**src/rtl/fma_pkg.sv**
```systemverilog
// Shared FMA definitions: magnitude width and
// the add/sub sequencer state encoding.
package fma_pkg;

  localparam int FMA_MAG_W = 48;

  typedef enum logic [1:0] {
    IDLE = 2'd0,
    ADD  = 2'd1,
    FIX  = 2'd2,
    DONE = 2'd3
  } fma_seq_state_t;

endpackage

```
**src/rtl/inverter.sv**
```systemverilog
// Conditional one's-complement inverter shared
// by the FMA magnitude datapath.
module inverter
  import fma_pkg::*;
#(
  parameter int WIDTH = FMA_MAG_W
) (
  input  logic             control,
  input  logic [WIDTH-1:0] in,
  output logic [WIDTH-1:0] out
);

  // Invert every bit when control is set
  assign out = control ? ~in : in;

endmodule

```
**src/rtl/fma_addsub_seq.sv**
```systemverilog
// Sign-magnitude add/sub sequencer: one shared
// inverter+adder pass per cycle, FIX recomplements.
module fma_addsub_seq
  import fma_pkg::*;
#(
  parameter int WIDTH = FMA_MAG_W
) (
  input  logic             clk,
  input  logic             rst_n,
  input  logic             in_valid,
  output logic             in_ready,
  input  logic             sign_p,
  input  logic [WIDTH-1:0] mag_p,
  input  logic             sign_c,
  input  logic [WIDTH-1:0] mag_c,
  output logic             out_valid,
  input  logic             out_ready,
  output logic             res_sign,
  output logic [WIDTH-1:0] res_mag,
  output logic             res_ovf,
  output logic             res_zero,
  output logic             busy
);

  fma_seq_state_t   r_state;
  logic             r_sign_p;
  logic             r_sign_c;
  logic [WIDTH-1:0] r_mag_p;
  logic [WIDTH-1:0] r_mag_c;
  logic [WIDTH-1:0] r_acc;
  logic             r_eff_sub;
  logic             r_out_valid;
  logic             r_res_sign;
  logic [WIDTH-1:0] r_res_mag;
  logic             r_res_ovf;
  logic             r_res_zero;
  logic             r_busy;

  logic             w_fix;
  logic             w_inv_ctrl;
  logic [WIDTH-1:0] w_inv_in;
  logic [WIDTH-1:0] w_inv_out;
  logic [WIDTH-1:0] w_add_a;
  logic [WIDTH:0]   w_sum;
  logic             w_co;
  logic             w_zero;

  // Shared datapath: FIX negates acc as 0 + ~acc + 1
  assign w_fix      = (r_state == FIX);
  assign w_inv_ctrl = w_fix | r_eff_sub;
  assign w_inv_in   = w_fix ? r_acc : r_mag_c;
  assign w_add_a    = w_fix ? '0 : r_mag_p;

  inverter #(
    .WIDTH(WIDTH)
  ) u_inv (
    .control(w_inv_ctrl),
    .in     (w_inv_in),
    .out    (w_inv_out)
  );

  assign w_sum  = {1'b0, w_add_a}
                + {1'b0, w_inv_out}
                + {{WIDTH{1'b0}}, w_inv_ctrl};
  assign w_co   = w_sum[WIDTH];
  assign w_zero = (w_sum[WIDTH-1:0] == '0);

  assign in_ready  = rst_n & (r_state == IDLE);
  assign out_valid = r_out_valid;
  assign res_sign  = r_res_sign;
  assign res_mag   = r_res_mag;
  assign res_ovf   = r_res_ovf;
  assign res_zero  = r_res_zero;
  assign busy      = r_busy;

  // Sequencer FSM with registered result outputs
  always_ff @(posedge clk) begin
    if (!rst_n) begin
      r_state     <= IDLE;
      r_sign_p    <= 1'b0;
      r_sign_c    <= 1'b0;
      r_mag_p     <= '0;
      r_mag_c     <= '0;
      r_acc       <= '0;
      r_eff_sub   <= 1'b0;
      r_out_valid <= 1'b0;
      r_res_sign  <= 1'b0;
      r_res_mag   <= '0;
      r_res_ovf   <= 1'b0;
      r_res_zero  <= 1'b0;
      r_busy      <= 1'b0;
    end else begin
      unique case (r_state)
        IDLE: begin
          if (in_valid) begin
            r_sign_p  <= sign_p;
            r_sign_c  <= sign_c;
            r_mag_p   <= mag_p;
            r_mag_c   <= mag_c;
            r_eff_sub <= sign_p ^ sign_c;
            r_busy    <= 1'b1;
            r_state   <= ADD;
          end
        end
        ADD: begin
          if (!r_eff_sub || w_co) begin
            r_res_mag   <= w_sum[WIDTH-1:0];
            r_res_ovf   <= ~r_eff_sub & w_co;
            r_res_sign  <= r_sign_p & ~(r_eff_sub & w_zero);
            r_res_zero  <= w_zero;
            r_out_valid <= 1'b1;
            r_state     <= DONE;
          end else begin
            r_acc   <= w_sum[WIDTH-1:0];
            r_state <= FIX;
          end
        end
        FIX: begin
          r_res_mag   <= w_sum[WIDTH-1:0];
          r_res_ovf   <= 1'b0;
          r_res_sign  <= r_sign_c;
          r_res_zero  <= w_zero;
          r_out_valid <= 1'b1;
          r_state     <= DONE;
        end
        DONE: begin
          if (out_ready) begin
            r_out_valid <= 1'b0;
            r_busy      <= 1'b0;
            r_state     <= IDLE;
          end
        end
        default: r_state <= IDLE;
      endcase
    end
  end

endmodule

```
**config.mk**
```make
export PLATFORM = sky130hd
export DESIGN_NAME = fma_addsub_seq
export DESIGN_NICKNAME = d
export VERILOG_FILES = /design/src/rtl/fma_pkg.sv /design/src/rtl/inverter.sv /design/src/rtl/fma_addsub_seq.sv
export SDC_FILE = /design/constraint.sdc
export NUM_CORES = 1
export LEC_CHECK = 0
export ABC_AREA = 1
export CAP_MARGIN = 20
export CELL_PAD_IN_SITES_DETAIL_PLACEMENT = 1
export CELL_PAD_IN_SITES_GLOBAL_PLACEMENT = 1
export CORE_MARGIN = 3
export CORE_UTILIZATION = 45
export CTS_CLUSTER_SIZE = 14
export DETAILED_ROUTE_END_ITERATION = 16
export DONT_BUFFER_PORTS = 1
export GPL_ROUTABILITY_DRIVEN = 0
export PLACE_DENSITY_LB_ADDON = 0.1
export SLEW_MARGIN = 20
export SYNTH_ARGS = -nofsm -noshare
export SYNTH_HDL_FRONTEND = slang
export SYNTH_HIERARCHICAL = 1
export SYNTH_SLANG_ARGS = --single-unit
```
**constraint.sdc**
```tcl
create_clock -name clk -period 4.45 [get_ports clk]
set_clock_uncertainty 0.1 [all_clocks]
set_input_delay 0.6675 -clock clk [delete_from_list [all_inputs] [get_ports clk]]
set_output_delay 0.6675 -clock clk [all_outputs]
set_load 0.02 [all_outputs]
```
==> results of run 1 <==
worst reg2reg max path, cell delays in order, from the launching register on:
cell        delay, ps
dfxtp_1           410
inv_2              90
ha_4              200
clkinvlp_4        160
buf_12            190
nand2_1           100
nand2_1            80
inv_1              50
nand2_1            70
nand2_1            90
ha_2              400
nand2_1           130
inv_1              90
nand2_1            70
nor2_2            260
nand4_1           290
nand3_1           280
nand2_1           120
nand2_1            80
nand2_1            50
nand2_1           150
nand2_1           120
nor2_1            100
nand2_1            70
nor2_1            200
nand3_1            90
nand2_1            70
a21oi_1            50
layout make-up:
cell class                      count  area, um^2  area share
Inverter                          333        1254     0.08580
Clock inverter                     10       155.1     0.01062
Sequential cell                   202        4044      0.2768
Tap cell                          378       473.0     0.03237
Timing Repair Buffer               47       513.0     0.03511
Clock buffer                       34       698.2     0.04778
Multi-Input combinational cell   1574        7475      0.5116
state kept, by name, summed over array words and instances (netlist names):
name       count
res_sign       1
r_eff_sub      1
r_mag_p       48
r_sign_p       1
r_state        2
r_sign_c       1
r_mag_c       48
res_zero       1
r_acc         48
out_valid      1
res_mag       48
busy           1
res_ovf        1
kinds of logic after synthesis:
kind of cell,synth area share
adders and majority gates,0.05256
buffers and inverters,0.1316
DFF,0.3077
xor gates and xnor gates,0.005999
AOI/OAI and AO/OA,0.1629
and+or+nand+nor,0.3392
worst paths after layout:
check | start | endpoint | depth (start not counted)
hold / removal | rst_n | r_mag_p[0] | 2
hold reg to reg | r_mag_p[24] | r_mag_p[24] | 2
setup / recovery | r_state[0] | res_sign | 27
setup reg to reg | r_state[0] | res_sign | 27
layout by cell type, fill, tap and decap left out, types with 10 or more instances in the layout:
master,instances
a21oi_1,154
a21oi_2,22
buf_4,36
clkbuf_16,27
dfxtp_1,202
ha_1,46
inv_1,325
nand2_1,763
nand2_2,10
nand3_1,49
nand3b_1,16
nand4_1,18
nor2_1,227
nor2_2,15
o21ai_0,131
o21ai_1,60
power groups by stage:
stage / Clock [mW] / Combinational, mW / Sequential [mW]
after floorplan: 0 / 4.84 / 2.67
after global placement: 0 / 7.18 / 2.77
after detailed placement: 0 / 7.39 / 2.78
after CTS: 2.16 / 7.48 / 2.75
after global routing: 2.25 / 8.56 / 2.80
final: 2.14 / 7.82 / 2.75
per-stage QoR:
step / utilization / power, mW
2_1_floorplan: - / 7.510
6_report: 0.5160 / 12.71
3_5_place_dp: 0.4785 / 10.16
5_1_grt: 0.5160 / 13.61
3_3_place_gp: 0.4785 / 9.945
4_1_cts: 0.5090 / 12.39
per-layer routing:
metal	wire (um)	global-route usage
met5	0	0
met4	1332	0.07398
met1	22520	0.4209
met2	21500	0.4788
met3	3913	0.06092
timing repair:
| action | CTS | global route |
|---|---|---|
| setup endpoints to repair | 21 | 98 |
| hold buffers | 0 | 0 |
| resized for setup | 3 | 38 |
| pin swaps | 0 | 2 |
| gates cloned | 0 | 3 |
| buffers inserted | 0 | 3 |
==> flow_summary.ini, run 1 <==
[floorplanning]
core-area_um2 = 28320
num_io_pins = 156
rows = 61
die_area_um2 = 31290
initial_core_util = 0.4641
die_h_um = 176.9
die_w_um = 176.9

[drt]
drc = 0
ant_nets = 0
viasPerCell = 5.428
wl_per_cell_um = 19.11
dr_total_vias = 13990
dr.pass1.iters = 5
drt_wl_total_um = 49260
first_iter_violations = 1027

[power]
seqPwrFrac = 0.216
p_switching_mw = 6.719
clkPwrFrac = 0.168
share_comb_of_total_power = 0.615
p_int_mw = 5.992
power.density_nw_per_um2 = 869.9
p_leak_nw = 7.358
ir_drop_uv = 646.2
p_sw_frac = 0.5286

[final_layout]
drive_gt1_frac = 0.07773
syn_to_final_growth_pct = 11.19
fin_nets = 2338
final_area_um2 = 14610
fillers = 3960
diodes = 0
finalNonFillerCells = 2578

[timing]
rsz0062_at_grt = true
setup_slack_ps = 170.9
whs_ps = 154.5
slew_headroom = 0.3206
fin_setup_tns_ps = 0
hold_violations = 0
drv_slew = 0
worstMarginPinSlew_ps = 1018
final-setup-viol-count = 0
fin_crit_ps = 4279
fin_crit_sh = 0.9616
timing.fmax_ghz = 0.2337

[yosys]
synth_top_cell_area_share = 0.3077
post-synth-top-area-cell = dfxtp_1
syn_area_um2 = 13140
ys_dominant_reg_cell = dfxtp_1
synthTopCellsByCount = nand2_1 (766), inv_1 (328), nor2_1 (239), dfxtp_1 (202), a21oi_1 (155)
synth-async-reset-ratio = 0
syn_area_per_cell_um2 = 5.979
synth.area.top_cells = dfxtp_1 (31%), nand2_1 (22%), inv_1 (9.4%)
syn_nets = 2354
synth_most_common_cell = nand2_1
synth_warnings = 6
ys_ff_latch = 202
synth_cell_types = 39
synth-edff-count = 0
ys_seq_area_frac = 0.3077
syn_inst = 2198

[placement]
preCtsSetupSlack_ps = -93.51
io_buffers = 0
numPlacedInstances = 2528
place_area_um2 = 13550
dpl.hpwl_um = 36460

[setup_path]
worst_ep_arrival_time_ps = 4630
critPathSlowestCell = dfxtp_1
crit_top_cell = nand2_1
critPathKind = register to register
critPathCaptureType = register
crit_buf_inv = 5
crit_fanout = 27
cp-start-kind = register
cp_slowest_stage_delay_ps = 410
r2r_setup_slack_ps = 170
cp_top_family = simple AND/OR/NAND/NOR gates
required_ps = 4800

[flow_run]
maxCapViolCount = 0

[global_route]
track_usage = 0.3015
overflow = 0
grt_pass1_wl_um = 75380
antenna_found_initial = 0
grt_pass1_vias = 14040
grt_max_degree = 192

[clocking]
clock_latency_ps = 560
htree_levels = 1
numCtsBuffers = 24
cts_sinks = 202
clkSlewWorstSetupHoldPaths_ps = 60
cts_root_buffer = clkbuf_16
clock_path_buffers = 3
tritoncts = built

[min_path]
hp-class = input port to register

[run_status]
status = complete, no violations
Power figures use the tool's default switching activity.
==> inputs of run 2 (changes only) <==
--- a/config.mk
+++ b/config.mk
@@ -16,6 +16,7 @@
 export DONT_BUFFER_PORTS = 1
 export GPL_ROUTABILITY_DRIVEN = 0
 export PLACE_DENSITY_LB_ADDON = 0.1
+export SETUP_SLACK_MARGIN = 0.02
 export SLEW_MARGIN = 20
 export SYNTH_ARGS = -nofsm -noshare
 export SYNTH_HDL_FRONTEND = slang
==> flow_summary.ini, run 2 (synthesis results as in run 1) <==
[run_status]
status = complete, no violations

[timing]
hold_violations = 0
fin_crit_sh = 0.9583
rsz0062_at_grt = true
fin_crit_ps = 4264
setup_slack_ps = 185.5
whs_ps = 162.9
final-setup-viol-count = 0
worstMarginPinSlew_ps = 1011
slew_headroom = 0.3249
fin_setup_tns_ps = 0
drv_slew = 0
timing.fmax_ghz = 0.2345

[global_route]
grt_max_degree = 192
track_usage = 0.3015
grt_pass1_vias = 14040
overflow = 0
antenna_found_initial = 0
grt_pass1_wl_um = 75380

[clocking]
cts_root_buffer = clkbuf_16
htree_levels = 1
clock_path_buffers = 3
clkSlewWorstSetupHoldPaths_ps = 60
cts_hold_buf = 0
clock_latency_ps = 560
cts_sinks = 202
numCtsBuffers = 24
tritoncts = built

[final_layout]
final_cell_mix = nand2_1 (763), inv_1 (325), nor2_1 (227)
drive_gt1_frac = 0.07773
fin_nets = 2338
finalNonFillerCells = 2578
syn_to_final_growth_pct = 11.19
diodes = 0
mostFrequentLayoutCell = nand2_1

[setup_path]
required_ps = 4790
startpoint = r_state[0]
critPathCaptureType = register
r2r_start = r_state[0]
critPathKind = register to register
cp-start-kind = register
crit_fanout = 27
worst_ep_arrival_time_ps = 4610

[power]
power.density_nw_per_um2 = 870.6
ir_drop_uv = 646.0
p_leak_nw = 7.358
p_total_mw = 12.72

[drt]
viasPerCell = 5.427
ant_nets = 0
wl_per_cell_um = 19.11
first_iter_violations = 983
drc = 0
dr_total_vias = 13990
dr.pass1.iters = 5
drt_wl_total_um = 49270

[floorplanning]
die_w_um = 176.9
num_io_pins = 156
die_area_um2 = 31290
rows = 61
initial_core_util = 0.4641
die_h_um = 176.9
core-area_um2 = 28320

[placement]
numPlacedInstances = 2528
dpl.hpwl_um = 36460
io_buffers = 0
preCtsSetupSlack_ps = -93.51

[min_path]
worstHoldStart = rst_n
hp-class = input port to register

[flow_run]
maxCapViolCount = 0
-- run 2: cell count changes in the layout (fill, tap and decap cells not counted) --
| cell | previous run | this run |
|---|---|---|
| o21ai_0 | 131 | 129 |
| o21ai_1 | 60 | 62 |
-- run 2: area by class of cell --
class	count	area (um^2)
timing repair buffer	47	513.0
inverter	333	1254
tap	378	473.0
sequential	202	4044
clock inverter	10	155.1
multi-input combinational	1574	7475
fill	3969	13700
clock buffer	34	698.2
-- run 2: path summary, 6_finish.rpt --
check	slack, ps	depth (start not counted)	end
max	190	27	res_sign
min	160	2	r_mag_c[33]
max reg2reg	190	27	res_sign
min reg2reg	360	2	r_mag_p[24]
-- run 2: power breakdown --
group	switching, mW	internal [mW]	total, mW
clock	0.862	1.27	2.13
combinational	5.41	2.42	7.84
sequential	0.454	2.30	2.75
-- run 2: critical path, cell delays in order (launching register included) --
cell        delay [ps]
dfxtp_1            410
inv_2               90
ha_4               200
clkinvlp_4         160
buf_12             190
nand2_1             80
nand2_1             90
inv_1               60
nand2_1             70
nand2_1             80
ha_2               400
nand2_1            130
inv_1               90
nand2_1             70
nor2_2             250
nand4_1            290
nand3_1            280
nand2_1            120
nand2_1             80
nand2_1             50
nand2_1            150
nand2_1            110
nor2_1             100
nand2_1             80
nor2_1             200
nand3_1             90
nand2_1             70
a21oi_1             50
-- run 2: per-stage QoR --
stage,area [um^2],utilization
after CTS,14420,0.5091
after global routing,14610,0.5160
after floorplan,13140,-
final,14610,0.5160
after global placement,13550,0.4785
after detailed placement,13550,0.4785
-- run 2: what timing repair did --
action / in CTS / in global routing
gates resized for setup: 4 / 39
pin swaps: 0 / 1
gates cloned: 0 / 3
setup buffers: 0 / 3
endpoints found under the setup margin: 31 / 98
-- run 2: metal layers --
layer	vias to the layer above	part of all wire	track usage	routed length [um]
met5	-	0	0	0
met4	0	0.028	0.07398	1383
met3	91	0.080	0.06092	3933
met2	416	0.44	0.4788	21440
met1	6718	0.46	0.4209	22520
li1	6767	-	-	-
==> inputs of run 3 (changes only) <==
--- a/config.mk
+++ b/config.mk
@@ -10,11 +10,10 @@
 export CELL_PAD_IN_SITES_DETAIL_PLACEMENT = 1
 export CELL_PAD_IN_SITES_GLOBAL_PLACEMENT = 1
 export CORE_MARGIN = 3
-export CORE_UTILIZATION = 45
+export CORE_UTILIZATION = 30
 export CTS_CLUSTER_SIZE = 14
 export DETAILED_ROUTE_END_ITERATION = 16
 export DONT_BUFFER_PORTS = 1
-export GPL_ROUTABILITY_DRIVEN = 0
 export PLACE_DENSITY_LB_ADDON = 0.1
 export SETUP_SLACK_MARGIN = 0.02
 export SLEW_MARGIN = 20
==> flow_summary.ini, run 3 (synthesis results as in run 1) <==
[final_layout]
syn_to_final_growth_pct = 14.69
final_cell_mix = nand2_1 (755), inv_1 (325), nor2_1 (227)
mostFrequentLayoutCell = nand2_1
drive_gt1_frac = 0.09156
fillers = 5736
fin_nets = 2365
final_util = 0.3491

[drt]
m1WireLength_um = 25870
dr.pass1.iters = 5
viasPerCell = 4.776
top_layer = met4
drc = 0
dr_total_vias = 13440
wl_met2_um = 21960
drt_wl_total_um = 51090
first_iter_violations = 663
ant_nets = 0
wl_per_cell_um = 18.15
wl_met3_um = 2410

[power]
ir_drop_uv = 304.4
power.density_nw_per_um2 = 853.8
p_leak_nw = 7.510
p_total_mw = 12.87

[floorplanning]
core-area_um2 = 43170
initial_core_util = 0.3044
die_h_um = 215.3
rows = 76
num_io_pins = 156
die_area_um2 = 46350
die_w_um = 215.3

[setup_path]
cp_top_family = simple AND/OR/NAND/NOR gates
critPathSlowestCell = fa_1
critPathCaptureType = register
cp_slowest_stage_delay_ps = 420
crit_top_cell = nand2_1
worst_ep_arrival_time_ps = 4470
cp-start-kind = register
crit_fanout = 5
required_ps = 4800
critPathKind = register to register
crit_buf_inv = 7

[clocking]
tritoncts = built
clock_path_buffers = 3
clkSlewWorstSetupHoldPaths_ps = 60
numCtsBuffers = 26
cts_sinks = 202
clock_latency_ps = 560
cts_root_buffer = clkbuf_16
htree_levels = 1

[placement]
dpl.hpwl_um = 39770
io_buffers = 0
gp_congestion = 0.8889

[global_route]
grt_pass1_wl_um = 78360
track_usage = 0.2137
overflow = 0
grt_max_degree = 192
grt_pass1_vias = 13640
antenna_found_initial = 1

[run_status]
status = complete, no violations

[timing]
whs_ps = 145.4
slew_headroom = 0.5237
timing.fmax_ghz = 0.2425
drv_slew = 0
fin_crit_ps = 4124
fin_setup_tns_ps = 0
final-setup-viol-count = 0
fin_crit_sh = 0.9267
worstMarginPinSlew_ps = 714.4
hold_violations = 0

[min_path]
hp-class = input port to register

[flow_run]
maxCapViolCount = 0
-- run 3: cell count changes in the layout (fill, tap and decap cells not counted), moves of 3 or more --
cell / before / now
buf_4: 36 / 56
nand2_1: 763 / 755
nand2_2: 10 / 17
clkbuf_1: 4 / 10
buf_6: 0 / 5
bufinv_16: 3 / 0
nand3_1: 49 / 46
nand3_2: 2 / 5
-- run 3: cell type report --
type,count,area (um^2),share of cell area
Sequential cell,202,4046,0.2685
Timing Repair Buffer,72,706.9,0.04690
Clock buffer,41,757.0,0.05022
Inverter,333,1254,0.08318
Multi-Input combinational cell,1574,7510,0.4983
Clock inverter,6,63.81,0.004234
Antenna cell,1,2.502,0.0001660
Tap cell,585,732.0,0.04856
-- run 3: final timing paths --
path	start	to	slack [ps]	depth (start not counted)
setup / recovery	r_state[0]	res_sign	330	29
hold / removal	rst_n	r_mag_c[46]	150	2
setup reg to reg	r_state[0]	res_sign	330	29
hold reg to reg	r_mag_p[47]	r_mag_p[47]	350	2
-- run 3: timing repair --
item	CTS	global route
setup endpoints to repair	2	96
resized for setup	2	51
buffers inserted	0	12
pin swaps	0	3
hold buffers	0	0
gates cloned	0	3
-- run 3: report_power, final --
group,switching (mW),internal [mW],total (mW),leakage (nW)
logic,5.43,2.67,8.09,5.46
registers,0.453,2.30,2.75,1.66
clock network,0.853,1.17,2.02,0.392
total,6.73,6.14,12.9,7.51
-- run 3: stage by stage --
step                instance area, um^2  setup WS (ps)  instances
detailed placement                13920         -130.1       2750
global placement                  13920         -32.18       2750
finish                            15070          326.3       2814
floorplan                         13140          539.1       2198
global route                      15070         -4.976       2813
CTS                               14750          51.28       2797
-- run 3: metal layers --
layer,up-vias,global-route usage
li1,6838,-
met1,6364,0.3097
met2,192,0.3330
met3,46,0.04016
met4,0,0.03944
met5,-,0
